$ cat src/rtl/sdio_host_cmd.sv
// SDIO host command-line engine: sends a 48-bit command frame after a preamble,
// then waits for and receives a 48-bit response frame with CRC7 checking.
module sdio_host_cmd #(
    parameter int unsigned PREAMBLE = 16,
    parameter int unsigned TIMEOUT  = 64
) (
    input  logic        clk,
    input  logic        rst_n,
    input  logic        req_valid,
    output logic        req_ready,
    input  logic [5:0]  req_cmd,
    input  logic [31:0] req_arg,
    output logic        cmd_o,
    output logic        cmd_oe,
    input  logic        cmd_i,
    output logic        resp_valid,
    output logic [5:0]  resp_cmd,
    output logic [31:0] resp_arg,
    output logic [1:0]  resp_status
);

    localparam int unsigned FRAME_BITS = 48;
    localparam int unsigned CRC_BITS   = 40;
    localparam int unsigned MAX_PT     = (PREAMBLE > TIMEOUT) ? PREAMBLE : TIMEOUT;
    localparam int unsigned CNT_MAX    = (MAX_PT > FRAME_BITS) ? MAX_PT : FRAME_BITS;
    localparam int unsigned CNT_W      = $clog2(CNT_MAX + 1);

    localparam logic [1:0] ST_OK      = 2'd0;
    localparam logic [1:0] ST_CRC     = 2'd1;
    localparam logic [1:0] ST_TIMEOUT = 2'd2;
    localparam logic [1:0] ST_FRAME   = 2'd3;

    typedef enum logic [2:0] {
        S_IDLE,
        S_PRE,
        S_TX,
        S_WAIT,
        S_RX,
        S_DONE
    } state_e;

    // One serial CRC7 step, polynomial x^7 + x^3 + 1
    function automatic logic [6:0] crc7_step(input logic [6:0] crc, input logic bit_in);
        logic fb;
        fb = bit_in ^ crc[6];
        return {crc[5:0], 1'b0} ^ (fb ? 7'h09 : 7'h00);
    endfunction

    state_e            state_q, state_d;
    logic [CNT_W-1:0]  cnt_q, cnt_d;
    logic [39:0]       tx_sh_q, tx_sh_d;
    logic [46:0]       rx_sh_q, rx_sh_d;
    logic [6:0]        crc_q, crc_d;
    logic              req_ready_q, req_ready_d;
    logic              cmd_o_q, cmd_o_d;
    logic              cmd_oe_q, cmd_oe_d;
    logic              resp_valid_q, resp_valid_d;
    logic [5:0]        resp_cmd_q, resp_cmd_d;
    logic [31:0]       resp_arg_q, resp_arg_d;
    logic [1:0]        resp_status_q, resp_status_d;

    assign req_ready   = req_ready_q;
    assign cmd_o       = cmd_o_q;
    assign cmd_oe      = cmd_oe_q;
    assign resp_valid  = resp_valid_q;
    assign resp_cmd    = resp_cmd_q;
    assign resp_arg    = resp_arg_q;
    assign resp_status = resp_status_q;

    // State, datapath and registered outputs
    always_ff @(posedge clk or negedge rst_n) begin
        if (!rst_n) begin
            state_q       <= S_IDLE;
            cnt_q         <= '0;
            tx_sh_q       <= '0;
            rx_sh_q       <= '0;
            crc_q         <= '0;
            req_ready_q   <= 1'b1;
            cmd_o_q       <= 1'b1;
            cmd_oe_q      <= 1'b0;
            resp_valid_q  <= 1'b0;
            resp_cmd_q    <= '0;
            resp_arg_q    <= '0;
            resp_status_q <= ST_OK;
        end else begin
            state_q       <= state_d;
            cnt_q         <= cnt_d;
            tx_sh_q       <= tx_sh_d;
            rx_sh_q       <= rx_sh_d;
            crc_q         <= crc_d;
            req_ready_q   <= req_ready_d;
            cmd_o_q       <= cmd_o_d;
            cmd_oe_q      <= cmd_oe_d;
            resp_valid_q  <= resp_valid_d;
            resp_cmd_q    <= resp_cmd_d;
            resp_arg_q    <= resp_arg_d;
            resp_status_q <= resp_status_d;
        end
    end

    // Next state; cmd_o_d is the bit the line carries in the coming cycle
    always_comb begin
        state_d       = state_q;
        cnt_d         = cnt_q;
        tx_sh_d       = tx_sh_q;
        rx_sh_d       = rx_sh_q;
        crc_d         = crc_q;
        cmd_o_d       = 1'b1;
        cmd_oe_d      = 1'b0;
        resp_cmd_d    = resp_cmd_q;
        resp_arg_d    = resp_arg_q;
        resp_status_d = resp_status_q;

        unique case (state_q)
            S_IDLE: begin
                if (req_valid) begin
                    state_d  = S_PRE;
                    tx_sh_d  = {2'b01, req_cmd, req_arg};
                    cnt_d    = '0;
                    crc_d    = '0;
                    cmd_oe_d = 1'b1;
                end
            end
            S_PRE: begin
                cmd_oe_d = 1'b1;
                if (cnt_q == CNT_W'(PREAMBLE - 1)) begin
                    state_d = S_TX;
                    cnt_d   = '0;
                    cmd_o_d = tx_sh_q[39];
                end else begin
                    cnt_d = cnt_q + CNT_W'(1);
                end
            end
            S_TX: begin
                // cnt_q indexes the bit currently on the line
                cmd_oe_d = 1'b1;
                cnt_d    = cnt_q + CNT_W'(1);
                if (cnt_q < CNT_W'(CRC_BITS - 1)) begin
                    crc_d   = crc7_step(crc_q, tx_sh_q[39]);
                    tx_sh_d = {tx_sh_q[38:0], 1'b0};
                    cmd_o_d = tx_sh_q[38];
                end else if (cnt_q == CNT_W'(CRC_BITS - 1)) begin
                    crc_d   = crc7_step(crc_q, tx_sh_q[39]);
                    cmd_o_d = crc_d[6];
                end else if (cnt_q < CNT_W'(FRAME_BITS - 2)) begin
                    crc_d   = {crc_q[5:0], 1'b0};
                    cmd_o_d = crc_q[5];
                end else if (cnt_q == CNT_W'(FRAME_BITS - 2)) begin
                    cmd_o_d = 1'b1;
                end else begin
                    state_d  = S_WAIT;
                    cnt_d    = '0;
                    cmd_oe_d = 1'b0;
                end
            end
            S_WAIT: begin
                if (!cmd_i) begin
                    // Start bit is 0, so the CRC over it stays at the zero seed
                    state_d = S_RX;
                    cnt_d   = CNT_W'(1);
                    crc_d   = '0;
                    rx_sh_d = '0;
                end else if (cnt_q == CNT_W'(TIMEOUT - 1)) begin
                    state_d       = S_DONE;
                    resp_cmd_d    = '0;
                    resp_arg_d    = '0;
                    resp_status_d = ST_TIMEOUT;
                end else begin
                    cnt_d = cnt_q + CNT_W'(1);
                end
            end
            S_RX: begin
                rx_sh_d = {rx_sh_q[45:0], cmd_i};
                if (cnt_q < CNT_W'(CRC_BITS)) begin
                    crc_d = crc7_step(crc_q, cmd_i);
                end
                if (cnt_q == CNT_W'(FRAME_BITS - 1)) begin
                    state_d    = S_DONE;
                    resp_cmd_d = rx_sh_d[45:40];
                    resp_arg_d = rx_sh_d[39:8];
                    if (rx_sh_d[46] || !rx_sh_d[0]) begin
                        resp_status_d = ST_FRAME;
                    end else if (rx_sh_d[7:1] != crc_q) begin
                        resp_status_d = ST_CRC;
                    end else begin
                        resp_status_d = ST_OK;
                    end
                end else begin
                    cnt_d = cnt_q + CNT_W'(1);
                end
            end
            S_DONE: begin
                state_d = S_IDLE;
            end
            default: begin
                state_d = S_IDLE;
            end
        endcase

        req_ready_d  = (state_d == S_IDLE);
        resp_valid_d = (state_d == S_DONE);
    end

endmodule

$ cat config.mk
export PLATFORM = sky130hd
export DESIGN_NAME = sdio_host_cmd
export DESIGN_NICKNAME = d
export VERILOG_FILES = /design/src/rtl/sdio_host_cmd.sv
export SDC_FILE = /design/constraint.sdc
export NUM_CORES = 1
export LEC_CHECK = 0
export ABC_AREA = 1
export ABC_CLOCK_PERIOD_IN_PS = 3700
export BUFFER_PORTS_ARGS = -buffer_cell sky130_fd_sc_hd__buf_2
export CAP_MARGIN = 20
export CORE_MARGIN = 2
export CORE_UTILIZATION = 30
export DETAILED_ROUTE_END_ITERATION = 6
export GPL_TIMING_DRIVEN = 1
export PLACE_DENSITY = 0.44
export RECOVER_POWER = 50
export SLEW_MARGIN = 25
export SYNTH_ARGS = -nofsm -noshare
export SYNTH_HDL_FRONTEND = slang
export SYNTH_SLANG_ARGS = --single-unit
$ cat constraint.sdc
create_clock -name clk -period 3.7 [get_ports clk]
set_clock_uncertainty 0.1 [all_clocks]
set_input_delay 0.74 -clock clk [delete_from_list [all_inputs] [get_ports clk]]
set_output_delay 0.74 -clock clk [all_outputs]
set_load 0.01 [all_outputs]
Yosys cells after proc, flatten, opt, wreduce, memory -nomap -nowiden
Index checks and enable logic that the tools add are counted.

operators by class
  add/subtract/negate cells = 1
  multiply operators = 0
  divide/modulo/power cells = 0
  magnitude comparators = 3
  eq/ne operators = 21
  shifts and indexed selects = 0
  mux-type cells = 58
  bitwise gates (word level) = 4
  reductions and logical operators = 13

operators by type and width
  kind                   count
  $mux W7                14
  $mux W32               3
  $pmux W46 S2           1
  $mux W40               2
  $pmux W40 S2           1
  $pmux W32 S2           1
  $mux W46               1
  $pmux W7 S5            1
  $eq A7 B6 Y1 const B   4
  $pmux W7 S4            1
  $mux W3                9
  $lt A7 B6 Y1 const B   3
  $mux W6                3
  $ne A2 B2 Y1 const B   8
  $pmux W3 S5            1
  $xor A7 B4 Y7          2
  $pmux W6 S2            1
  $mux W1                10
  $mux W2                4
  $mux W4                2
  $reduce_and A4 Y1      2
  $add A7 B1 Y7 const B  1
  $eq A7 B4 Y1 const B   1
  $ne A7 B7 Y1           1
  other kinds (18)       23

word-level totals
  register bits after elaboration = 147
  latch bits = 0
  bits in writable memories = 0
  bits in read-only memories = 0
  bits of input ports = 42
  output and inout bits = 44
  word-level logic and storage cells = 112
  memories kept = 0

Depth between registers and ports, before layout
Gate-level depths: netlist of run 1.

  word-level depth = 7
  mapped depth = 14
  mapped depth without buffers = 12

Least setup slack after synthesis of run 1
Ideal clock, no wire load.

  kind = input to register
  start point = input port cmd_i
  end point = register resp_arg_q[10] (netlist: resp_arg[10])
  library setup time = 130 ps
  arrival = 1580 ps
  required time = 3470 ps
  slack = 1889 ps
  stages = 9
  buffers on the path = 2
  cells stage by stage = nand4_1 > inv_1 > nor2_1 > nor2_2 > inv_2 > buf_6 > buf_6 > nand2_1 > o21ai_1

between the ends
  longest elaborated chain between the ends = 2

ends and longest elaborated chain
  what                         RTL line  source
  start: declaration           15        input logic cmd_i,
  $ne A2 B2 Y1 (no line)       --
  $reduce_and A4 Y1 (no line)  --
  end signal: assignment       96        resp_arg_q <= resp_arg_d;
  end: declaration             59        logic [31:0] resp_arg_q, resp_arg_d;

Every way passes these cells.
A chain may end at the register's enable or synchronous reset.

Final worst setup path of run 1
  start point = register state_q[0]
  end point = register cnt_q[2]

between the ends
  longest elaborated chain between the ends = 3
  elaborated cells between the ends (all ways) = 11
  classes of those cells = eq/ne (7); mux (1); reduce/logical (3)

ends and longest elaborated chain
  what                                            RTL line  source
  start: declaration                              49        state_e state_q, state_d;
  start signal: assignment                        86        state_q <= state_d;
  $eq A3 B2 Y1 (tied with other cells)            114       unique case (state_q)
  $ne A3 B3 Y1 (no line) (tied with other cells)  --
  $reduce_and A4 Y1 (no line)                     --
  end signal: assignment                          87        cnt_q <= cnt_d;
  end: declaration                                50        logic [CNT_W-1:0] cnt_q, cnt_d;

Several ways; a longest one is shown, not always the timed one.

==> metrics.txt, run 1 <==
nets about 870; RR Startpoint state_q[0]$_DFF_PN0_; Initial DRC Count roughly 280; TritonCTS clock tree built; Bufs on Longest Clock Path 2; design area ~0.0078 mm²; Total Wirelength 15.0 mm; PnR worst setup slack between 1 and 1.5 ns; Max Transition Viols Final 73; Placed Area 0.00724 mm²; Max Cap Viol 1; maximum VDD drop 311 µV; Worst-path clk slew 0.07 ns; Global Route met3 Usage 0.0299; register area 0.00368 mm²; via count roughly 5000; gpl congestion roughly 0.80; Via density roughly 4.5; die height 152 µm; DRC errors left 0; Post-Synthesis Cells 751; Final period util 0.697; Syn. warnings 0; syn avg cell area roughly 8.7 µm²; Setup violations, final 0; ant diodes 0; leak pwr 3.86 nW; hold buffers post-CTS 0; Cell Pwr Density between 700 and 800 mW/mm²; Seq cells post-synth around 150; Root Buffer clkbuf_16; Hold/Removal Path Class in2async; die width between 150 and 200 µm; Port Buffer Count 85; Most Crowded Layer GR met2; vias in the first global route approximately 4900; io pins between 80 and 90; met2 Use GR 0.208; multi-input logic area approximately 0.0023 mm²; main flop type after synthesis dfrtp_1; CTS resizes 0; ANT nets after route 0; arrival time of the worst setup path around 2.8 ns; crit path capture type flop; H-tree lvl count 4; DR pass1 iterations 4; Rows between 50 and 60; Max Freq roughly 390 MHz; Syn Nets 795; RSZ-0062 raised after global routing false; CTS buffer count 17; failing checks max-capacitance violations, max-slew violations; GRT Util Overall 0.134; register area share after synthesis 0.560; Worst Path Max Fanout 51; total clock sinks around 150; Synth area leader dfrtp_1; M1 GR Usage 0.187; cell area after synthesis about 0.0066 mm²; FILL cells about 2300; Area contributors post-synth dfrtp_1 55%, nand2_1 11%, o21ai_0 7.2%; WL per Instance 13.3 µm; Setup CP Type reg2reg; CP startpoint state_q[0]$_DFF_PN0_; Core Region between 0.02 and 0.025 mm²; top cell type's share of synthesized area 0.552; layout cells sized above 1 0.173; grt ovf 0; measured slew at the worst slew-check pin 1.80 ns; final hold slack ~0.16 ns; hpwl dp 9.46 mm; first-pass GRT wire length about 25 mm; Slew headroom -0.198; pin count of the biggest net entering global routing 80; Post-synth EDFFs 0; worst path required time a little under 4 ns; Yosys cell types 34; antenna violations before repair 0; Clk Latency, worst-skew pair 0.42 ns; Async SR Flop Fraction 1.00; Die ar. around 0.023 mm²; setup TNS 0 ns; Post-CTS Setup Inserts 0; Initial Utilization 0.303; Layout area overhead 18.4%; final hold vios 0; Final min period 2.58 ns; CP startpoint kind flop; outcome complete, but fails checks; dpl ws 1.33 ns
-- layer usage --
| metal | vias up | share of wire |
|---|---|---|
| met5 | - | 0 |
| met4 | 0 | 0.012 |
| met3 | 14 | 0.042 |
| met2 | 85 | 0.44 |
| met1 | 2346 | 0.51 |
| li1 | 2574 | - |
-- metrics by stage --
stage	util	total power [mW]	instances
detailed placement	0.334	4.14	1088
floorplan	-	3.59	751
global route	0.359	6.25	1120
CTS	0.361	5.92	1120
global placement	0.334	4.12	1088
finish	0.359	5.80	1120
-- worst max-delay path, cell delays in order, from the launching register on --
cell      delay, ns
dfrtp_1        0.46
nor2_1         0.21
inv_2          0.08
nor2_4         0.16
inv_2          0.05
clkbuf_2       0.61
nand2_1        0.23
nor2_1         0.07
nor2_2         0.33
nand3_1        0.13
nand2_1        0.08
-- cell usage after synthesis, types with 3 or more instances --
cell type and n:
a21oi_1 5, nor2_2 4, inv_1 103, nand3b_1 4, o22ai_1 45, buf_2 15
clkbuf_1 10, xor2_1 7, o21ai_0 94, buf_6 6, nand3_1 30, inv_2 10
dfrtp_1 145, nor2_1 26, nand2_1 188, o21ai_2 20, nand4_1 5, o21ai_1 11
nor3_1 3
-- path summary, 6_finish.rpt --
check                                                   to  slack (ns)  cells past startpoint
worst max-delay path                  cnt_q[2]$_DFFE_PN0P_        1.12                     10
worst min-delay path               resp_arg[7]$_DFFE_PN0P_        0.16                      1
worst max register to register        cnt_q[2]$_DFFE_PN0P_        1.12                     10
worst min register to register    resp_arg[23]$_DFFE_PN0P_        0.38                      2
max in group asynchronous       resp_status[1]$_DFFE_PN0P_        1.21                      2
min in group clk                  resp_arg[23]$_DFFE_PN0P_        0.38                      2
-- area by class of cell --
type                    count  area share
clock buffers              17      0.0547
clock inverters            15      0.0212
inverters                 114      0.0553
multi-input cells         456       0.290
flip-flops and latches    147       0.473
well taps                 280      0.0450
repair buffers             91      0.0605
-- kinds of logic (layout without fill, tap and decap cells) --
kind of cell             after synthesis  count (layout)  share of synthesized area
AO/OA/AOI/OAI                        180             180                      0.161
AND/OR/NAND/NOR                      267             267                      0.170
flip-flops                           147             147                      0.560
XOR/XNOR                               7               7                    0.00933
buffers and inverters                148             237                     0.0958
adder cells (fa/ha/maj)                2               2                    0.00381
-- sequential cells by signal (all words and copies together) (netlist names) --
name,count
rx_sh_q,46
req_ready,1
cnt_q,7
cmd_o,1
state_q,3
crc_q,7
resp_valid,1
resp_cmd,6
tx_sh_q,40
resp_status,2
resp_arg,32
cmd_oe,1
-- power by group --
group	internal, mW	switching, mW	leakage, nW
Sequential	2.27	0.280	1.74
Clock	0.960	0.781	0.283
Combinational	0.584	0.919	1.84
-- cells in the final DEF (no fill, tap or decap), types with 3 or more instances in the layout --
cell type / synthesis / routed
nor3_1: 3 / 3
o21ai_2: 20 / 20
xor2_1: 7 / 7
dfrtp_1: 145 / 145
nand3_1: 30 / 30
inv_8: 0 / 5
nand3b_1: 4 / 4
a21oi_1: 5 / 5
inv_1: 103 / 104
nor2_1: 26 / 28
nand2_1: 188 / 188
clkinvlp_4: 0 / 3
buf_2: 15 / 66
nand4_1: 5 / 5
o21ai_0: 94 / 94
clkbuf_16: 0 / 17
o21ai_1: 11 / 11
clkbuf_1: 10 / 19
inv_6: 0 / 3
inv_2: 10 / 9
o22ai_1: 45 / 45
Power figures use the tool's default switching activity.
==> run 2: changes to the inputs <==
ABC_CLOCK_PERIOD_IN_PS = 2570   (was 3700)
clock period = 2.57 ns   (was 3.7 ns; I/O delays follow)
==> metrics.txt, run 2 (synthesis results as in run 1) <==
outcome finished, final reports clean; leak pwr 3.90 nW (+1.0%); die height 152 µm (unchanged); ant diodes 0 (unchanged); Most flops, register rx_sh_q; Largest register FFs 46 (unchanged); RSZ-0062 raised after global routing false; Max stage delay on crit path 0.46 ns (-0.15 ns); GRT Util Overall 0.137 (+0.00342); layout cells sized above 1 0.177 (+0.00469); Initial DRC Count 225 (-19%); die width 152 µm (unchanged); io pins 86 (unchanged); vias in the first global route 5119 (+4.1%); Worst R2R Setup Slack 0.40 ns (-0.73 ns); via count 5046 (+0.54%); met2 routed WL 6.61 mm (+0.61%); Clock power frac 0.303 (+0.003); register area 0.00368 mm² (unchanged); Final period util 0.846 (+0.149); switching pwr 2.82 mW (+42%); CTS resizes 0 (unchanged); measured slew at the worst slew-check pin 0.996 ns (-0.802 ns); crit path capture type flop; total clock sinks 147 (unchanged); final hold vios 0 (unchanged); Rows 54 (unchanged); Max Freq 460 MHz (+19%); Layout area overhead 19.5%; Root Buffer clkbuf_16; setup TNS 0 ns (unchanged); Hold Crit Start req_arg[0]; ANT nets after route 0 (unchanged); grt ovf 0 (unchanged); Worst-path clk slew 0.07 ns (about the same); multi-input logic area 0.00226 mm² (+0.11%); met3 wire len 618 µm (-2.1%); Post-CTS Setup Inserts 0 (unchanged); Pint 5.57 mW (+46%); Setup violations, final 0 (unchanged); CTS buffer count 17 (unchanged); reg2reg end rx_sh_q[10]$_DFFE_PN0P_; worst path required time 2.75 ns (-1.21 ns); RR Startpoint state_q[0]$_DFF_PN0_; H-tree lvl count 4 (unchanged); DRC errors left 0 (unchanged); CP max stage cell dfrtp_1; M1 WL 7.54 mm (-0.41%); gpl congestion 0.804 (about the same); FILL cells 2288 (+1.7%); commonest non-fill, non-tap cell in the layout nand2_1; reg2reg path depth 7 (-3); Clk Latency, worst-skew pair 0.43 ns (about the same); Via density 4.48 (about the same); Setup crit end rx_sh_q[10]$_DFFE_PN0P_; Core Region 0.0217 mm² (unchanged); Final min period 2.17 ns (-0.404 ns); nets 877 (+0.69%); maximum VDD drop 511 µV (+64%); TritonCTS clock tree built; crit-path cells nor2_1, inv_2, nor2_4, inv_1, nand2_1, buf_4, o22ai_1; commonest cells after routing, fill and taps aside 188 x nand2_1, 145 x dfrtp_1, 104 x inv_1; final hold slack 0.251 ns (+0.0906 ns); Setup CP Type reg2reg; Slew headroom 0.336 (+0.534); DR pass1 iterations 4 (unchanged); max layer used met5; WL per Instance 13.3 µm (-0.67%); antenna violations before repair 1 (+1); Total Wirelength 14.9 mm (-0.13%); Bufs on Longest Clock Path 2 (unchanged); arrival time of the worst setup path 2.36 ns (-0.48 ns); Reg power frac 0.438 (-0.002); Comb pwr share 0.259 (about the same); hpwl dp 9.69 mm (+2.4%); pin count of the biggest net entering global routing 79 (-1.3%); total power 8.38 mW (+45%); Hold/Removal Path Class in2reg; Port Buffer Count 85 (unchanged); Worst Path Max Fanout 31 (-39%); Max Transition Viols Final 0 (-100%); first-pass GRT wire length 26.1 mm (+2.8%); Cell Pwr Density 1070 mW/mm² (+43%); Max Cap Viol 0 (-1); Sw Share 0.336 (-0.00552); CP startpoint state_q[0]$_DFF_PN0_; CP startpoint kind flop; Initial Utilization 0.303 (unchanged); Die ar. 0.0231 mm² (unchanged)
==> run 2: changes by cell type in the layout (fill, tap and decap cells not counted), sizes merged <==
cell / previous run / this run
clkbuf: 38 / 42
dlygate4sd3: 0 / 1
clkinvlp: 3 / 2
inv: 122 / 120
buf: 70 / 74
==> run 2: worst min-delay path by stage <==
stage,endpoint,cells past startpoint,slack (ns)
2_1_floorplan,cmd_oe$_DFF_PN0_,0,0.12
3_3_place_gp,resp_arg[8]$_DFFE_PN0P_,1,0.35
3_5_place_dp,resp_arg[8]$_DFFE_PN0P_,1,0.35
4_1_cts,tx_sh_q[0]$_DFFE_PN0P_,3,0.26
5_1_grt,tx_sh_q[0]$_DFFE_PN0P_,3,0.25
6_report,tx_sh_q[0]$_DFFE_PN0P_,3,0.25
==> run 2: repair_timing <==
| item | 4_1_cts | 5_1_grt |
|---|---|---|
| endpoints found under the setup margin | 0 | 0 |
| endpoints found under the hold margin | 34 | 0 |
| hold buffers | 1 | 0 |
==> run 2: stage by stage <==
step | cell area (µm²) | instances | worst slack [ns] | utilization
global placement | 7270 | 1093 | 0.494 | 0.335
finish | 7850 | 1126 | 0.396 | 0.362
global route | 7850 | 1126 | 0.142 | 0.362
floorplan | 6570 | 751 | 0.793 | -
CTS | 7890 | 1126 | 0.433 | 0.364
detailed placement | 7270 | 1093 | 0.448 | 0.335
==> run 2: layer usage <==
metal / GRT usage / vias to the layer above
met2: 0.210 / 82
met4: 0.0387 / 2
li1: - / 2597
met3: 0.0405 / 11
met5: 0 / -
met1: 0.190 / 2354
==> run 2: power by group through the flow <==
stage | clock network [mW] | registers (mW) | logic [mW]
floorplan | 0 | 3.79 | 1.37
global placement | 0 | 3.71 | 2.24
detailed placement | 0 | 3.71 | 2.26
CTS | 2.60 | 3.68 | 2.27
global route | 2.70 | 3.79 | 2.54
finish | 2.54 | 3.67 | 2.17
==> run 2: critical path: cells and delay by family (launching register included) <==
| kind | cells | cell delay (ns) |
|---|---|---|
| AOI/OAI and AO/OA | 1 | 0.13 |
| and+or+nand+nor | 3 | 0.58 |
| DFF | 1 | 0.46 |
| buffers and inverters | 3 | 0.76 |
==> run 2: layout make-up <==
class / instances / area share
Multi-Input combinational cell: 456 / 0.288
Tap cell: 280 / 0.0446
Timing Repair Buffer: 97 / 0.0673
Sequential cell: 147 / 0.469
Clock inverter: 12 / 0.0174
Inverter: 114 / 0.0548
Clock buffer: 20 / 0.0595
==> run 3: changes to the inputs <==
ABC_CLOCK_PERIOD_IN_PS = 2000   (was 2570)
PLACE_DENSITY = 0.46   (was 0.44)
clock period = 2 ns   (was 2.57 ns; I/O delays follow)
==> metrics.txt, run 3 (synthesis results as in run 1) <==
Placed Area 0.00740 mm² (+1.7%); Setup CP Type reg2reg; nets 889 (+1.4%); Root Buffer clkbuf_16; ant diodes 0 (unchanged); Clock power frac 0.275 (-0.028); Max Transition Viols Final 0 (unchanged); first-pass GRT wire length 25.1 mm (-3.7%); maximum VDD drop 484 µV (-5.4%); Max stage delay on crit path 0.41 ns (-0.05 ns); design area 0.00797 mm² (+1.5%); CP max stage cell dfrtp_1; commonest cells after routing, fill and taps aside 187 x nand2_1, 145 x dfrtp_1, 103 x inv_1; GRT Util Overall 0.132 (-0.00539); Port Buffer Count 85 (unchanged); pin count of the biggest net entering global routing 75 (-5.1%); Comb pwr share 0.276 (+0.017); arrival time of the worst setup path 2.00 ns (-0.36 ns); H-tree lvl count 4 (unchanged); measured slew at the worst slew-check pin 1.10 ns (+0.100 ns); Reg power frac 0.449 (+0.011); Top Family by Delay on Critical Path simple AND/OR/NAND/NOR gates; antenna violations before repair 0 (-1); Largest register FFs 46 (unchanged); Max Freq 553 MHz (+20%); CP startpoint kind flop; io pins 86 (unchanged); Setup violations, final 0 (unchanged); Cell Pwr Density 1320 mW/mm² (+23%); WP buf/inv 4 (+1); Die ar. 0.0231 mm² (unchanged); vias in the first global route 5006 (-2.2%); final hold vios 0 (unchanged); worst path required time 2.19 ns (-0.56 ns); DR pass1 iterations 4 (unchanged); via count 5102 (+1.1%); Layout Utilization 0.367 (+0.00548); setup TNS 0 ns (unchanged); die width 152 µm (unchanged); Rows 54 (unchanged); ANT nets after route 0 (unchanged); Pint 6.97 mW (+25%); Via density 4.48 (about the same); hpwl dp 9.60 mm (-0.84%); Initial DRC Count 187 (-17%); Core Region 0.0217 mm² (unchanged); Initial Utilization 0.303 (unchanged); grt ovf 0 (unchanged); switching pwr 3.53 mW (+25%); Most flops, register rx_sh_q; Worst Path Max Fanout 31 (unchanged); commonest non-fill, non-tap cell in the layout nand2_1; crit path capture type flop; Total Wirelength 14.8 mm (-0.76%); Sw Share 0.336 (about the same); total clock sinks 147 (unchanged); outcome finished, final reports clean; Max Cap Viol 0 (unchanged); WL per Instance 13.0 µm (-1.8%); Clk Latency, worst-skew pair 0.41 ns (-0.02 ns); TritonCTS clock tree built; leak pwr 3.94 nW (+1.1%); RSZ-0062 raised after global routing false; DRC errors left 0 (unchanged); die height 152 µm (unchanged); Hold/Removal Path Class in2reg; crit-path cells ha_2, nand2_2, inv_2, nand2_2, nor2_4, inv_2, nand2_1, nand2_1, nor2_4, inv_2, buf_12, nand2_1, o21ai_0; layout cells sized above 1 0.189 (+0.0115); Bufs on Longest Clock Path 2 (unchanged); Final min period 1.81 ns (-0.367 ns); Layout area overhead 21.3%; gpl congestion 0.824 (+2.5%); Slew headroom 0.269 (-0.0669); Worst-path clk slew 0.06 ns (about the same); CTS buffer count 17 (unchanged); Final period util 0.904 (+0.0575)
-- run 3: cell types whose count changed in the layout (fill, tap and decap cells not counted), sizes merged --
cell / previous run / this run
buf: 74 / 85
bufinv: 1 / 0
clkbuf: 42 / 45
clkinvlp: 2 / 4
inv: 120 / 117
-- run 3: final timing paths --
path / cells after the start / slack (ns) / start / endpoint
min in group asynchronous: 2 / 0.62 / rst_n / rx_sh_q[20]$_DFFE_PN0P_
setup reg to reg: 13 / 0.19 / cnt_q[0]$_DFFE_PN0P_ / resp_cmd[4]$_DFFE_PN0P_
hold / removal: 3 / 0.15 / req_arg[0] / tx_sh_q[0]$_DFFE_PN0P_
hold reg to reg: 2 / 0.38 / resp_arg[16]$_DFFE_PN0P_ / resp_arg[16]$_DFFE_PN0P_
max in group asynchronous: 3 / 0.30 / rst_n / resp_cmd[4]$_DFFE_PN0P_
setup / recovery: 13 / 0.19 / cnt_q[0]$_DFFE_PN0P_ / resp_cmd[4]$_DFFE_PN0P_
-- run 3: area by class of cell --
type / count / area (µm²)
Tap cell: 280 / 350
Sequential cell: 147 / 3680
Clock buffer: 22 / 444
Multi-Input combinational cell: 456 / 2270
Fill cell: 2276 / 13700
Timing Repair Buffer: 109 / 709
Clock inverter: 10 / 78.8
Inverter: 114 / 430
-- run 3: worst register-to-register path: stages, from the launching register on --
cell,delay [ns]
dfrtp_1,0.41
ha_2,0.21
nand2_2,0.06
inv_2,0.08
nand2_2,0.08
nor2_4,0.10
inv_2,0.04
nand2_1,0.05
nand2_1,0.08
nor2_4,0.12
inv_2,0.06
buf_12,0.16
nand2_1,0.08
o21ai_0,0.07
-- run 3: metrics by stage --
stage / setup WS [ns] / power, mW / instances / hold WS, ns
after CTS: 0.0909 / 10.7 / 1134 / 0.123
final: 0.193 / 10.5 / 1138 / 0.150
after global placement: 0.111 / 7.66 / 1101 / 0.265
after detailed placement: 0.0933 / 7.70 / 1101 / 0.257
after global routing: 0.00350 / 11.3 / 1138 / 0.158
after floorplan: 0.223 / 6.64 / 751 / 0.00441
-- run 3: power groups by stage --
| stage | clock network, mW | logic (mW) | registers [mW] |
|---|---|---|---|
| after floorplan | 0 | 1.76 | 4.88 |
| after global placement | 0 | 2.91 | 4.75 |
| after detailed placement | 0 | 2.94 | 4.76 |
| after CTS | 2.98 | 2.96 | 4.71 |
| after global routing | 3.11 | 3.37 | 4.86 |
| final | 2.88 | 2.90 | 4.71 |
-- run 3: routing by layer --
| metal | GRT usage | share of wire |
|---|---|---|
| met1 | 0.186 | 0.51 |
| met2 | 0.200 | 0.44 |
| met3 | 0.0359 | 0.042 |
| met4 | 0.0387 | 0.0059 |
| met5 | 0 | 0 |
-- run 3: what timing repair did --
action,4_1_cts,5_1_grt
hold endpoints to repair,36,0
hold buffers,1,0
resized for setup,0,5
endpoints found under the setup margin,0,72
buffers inserted,0,2
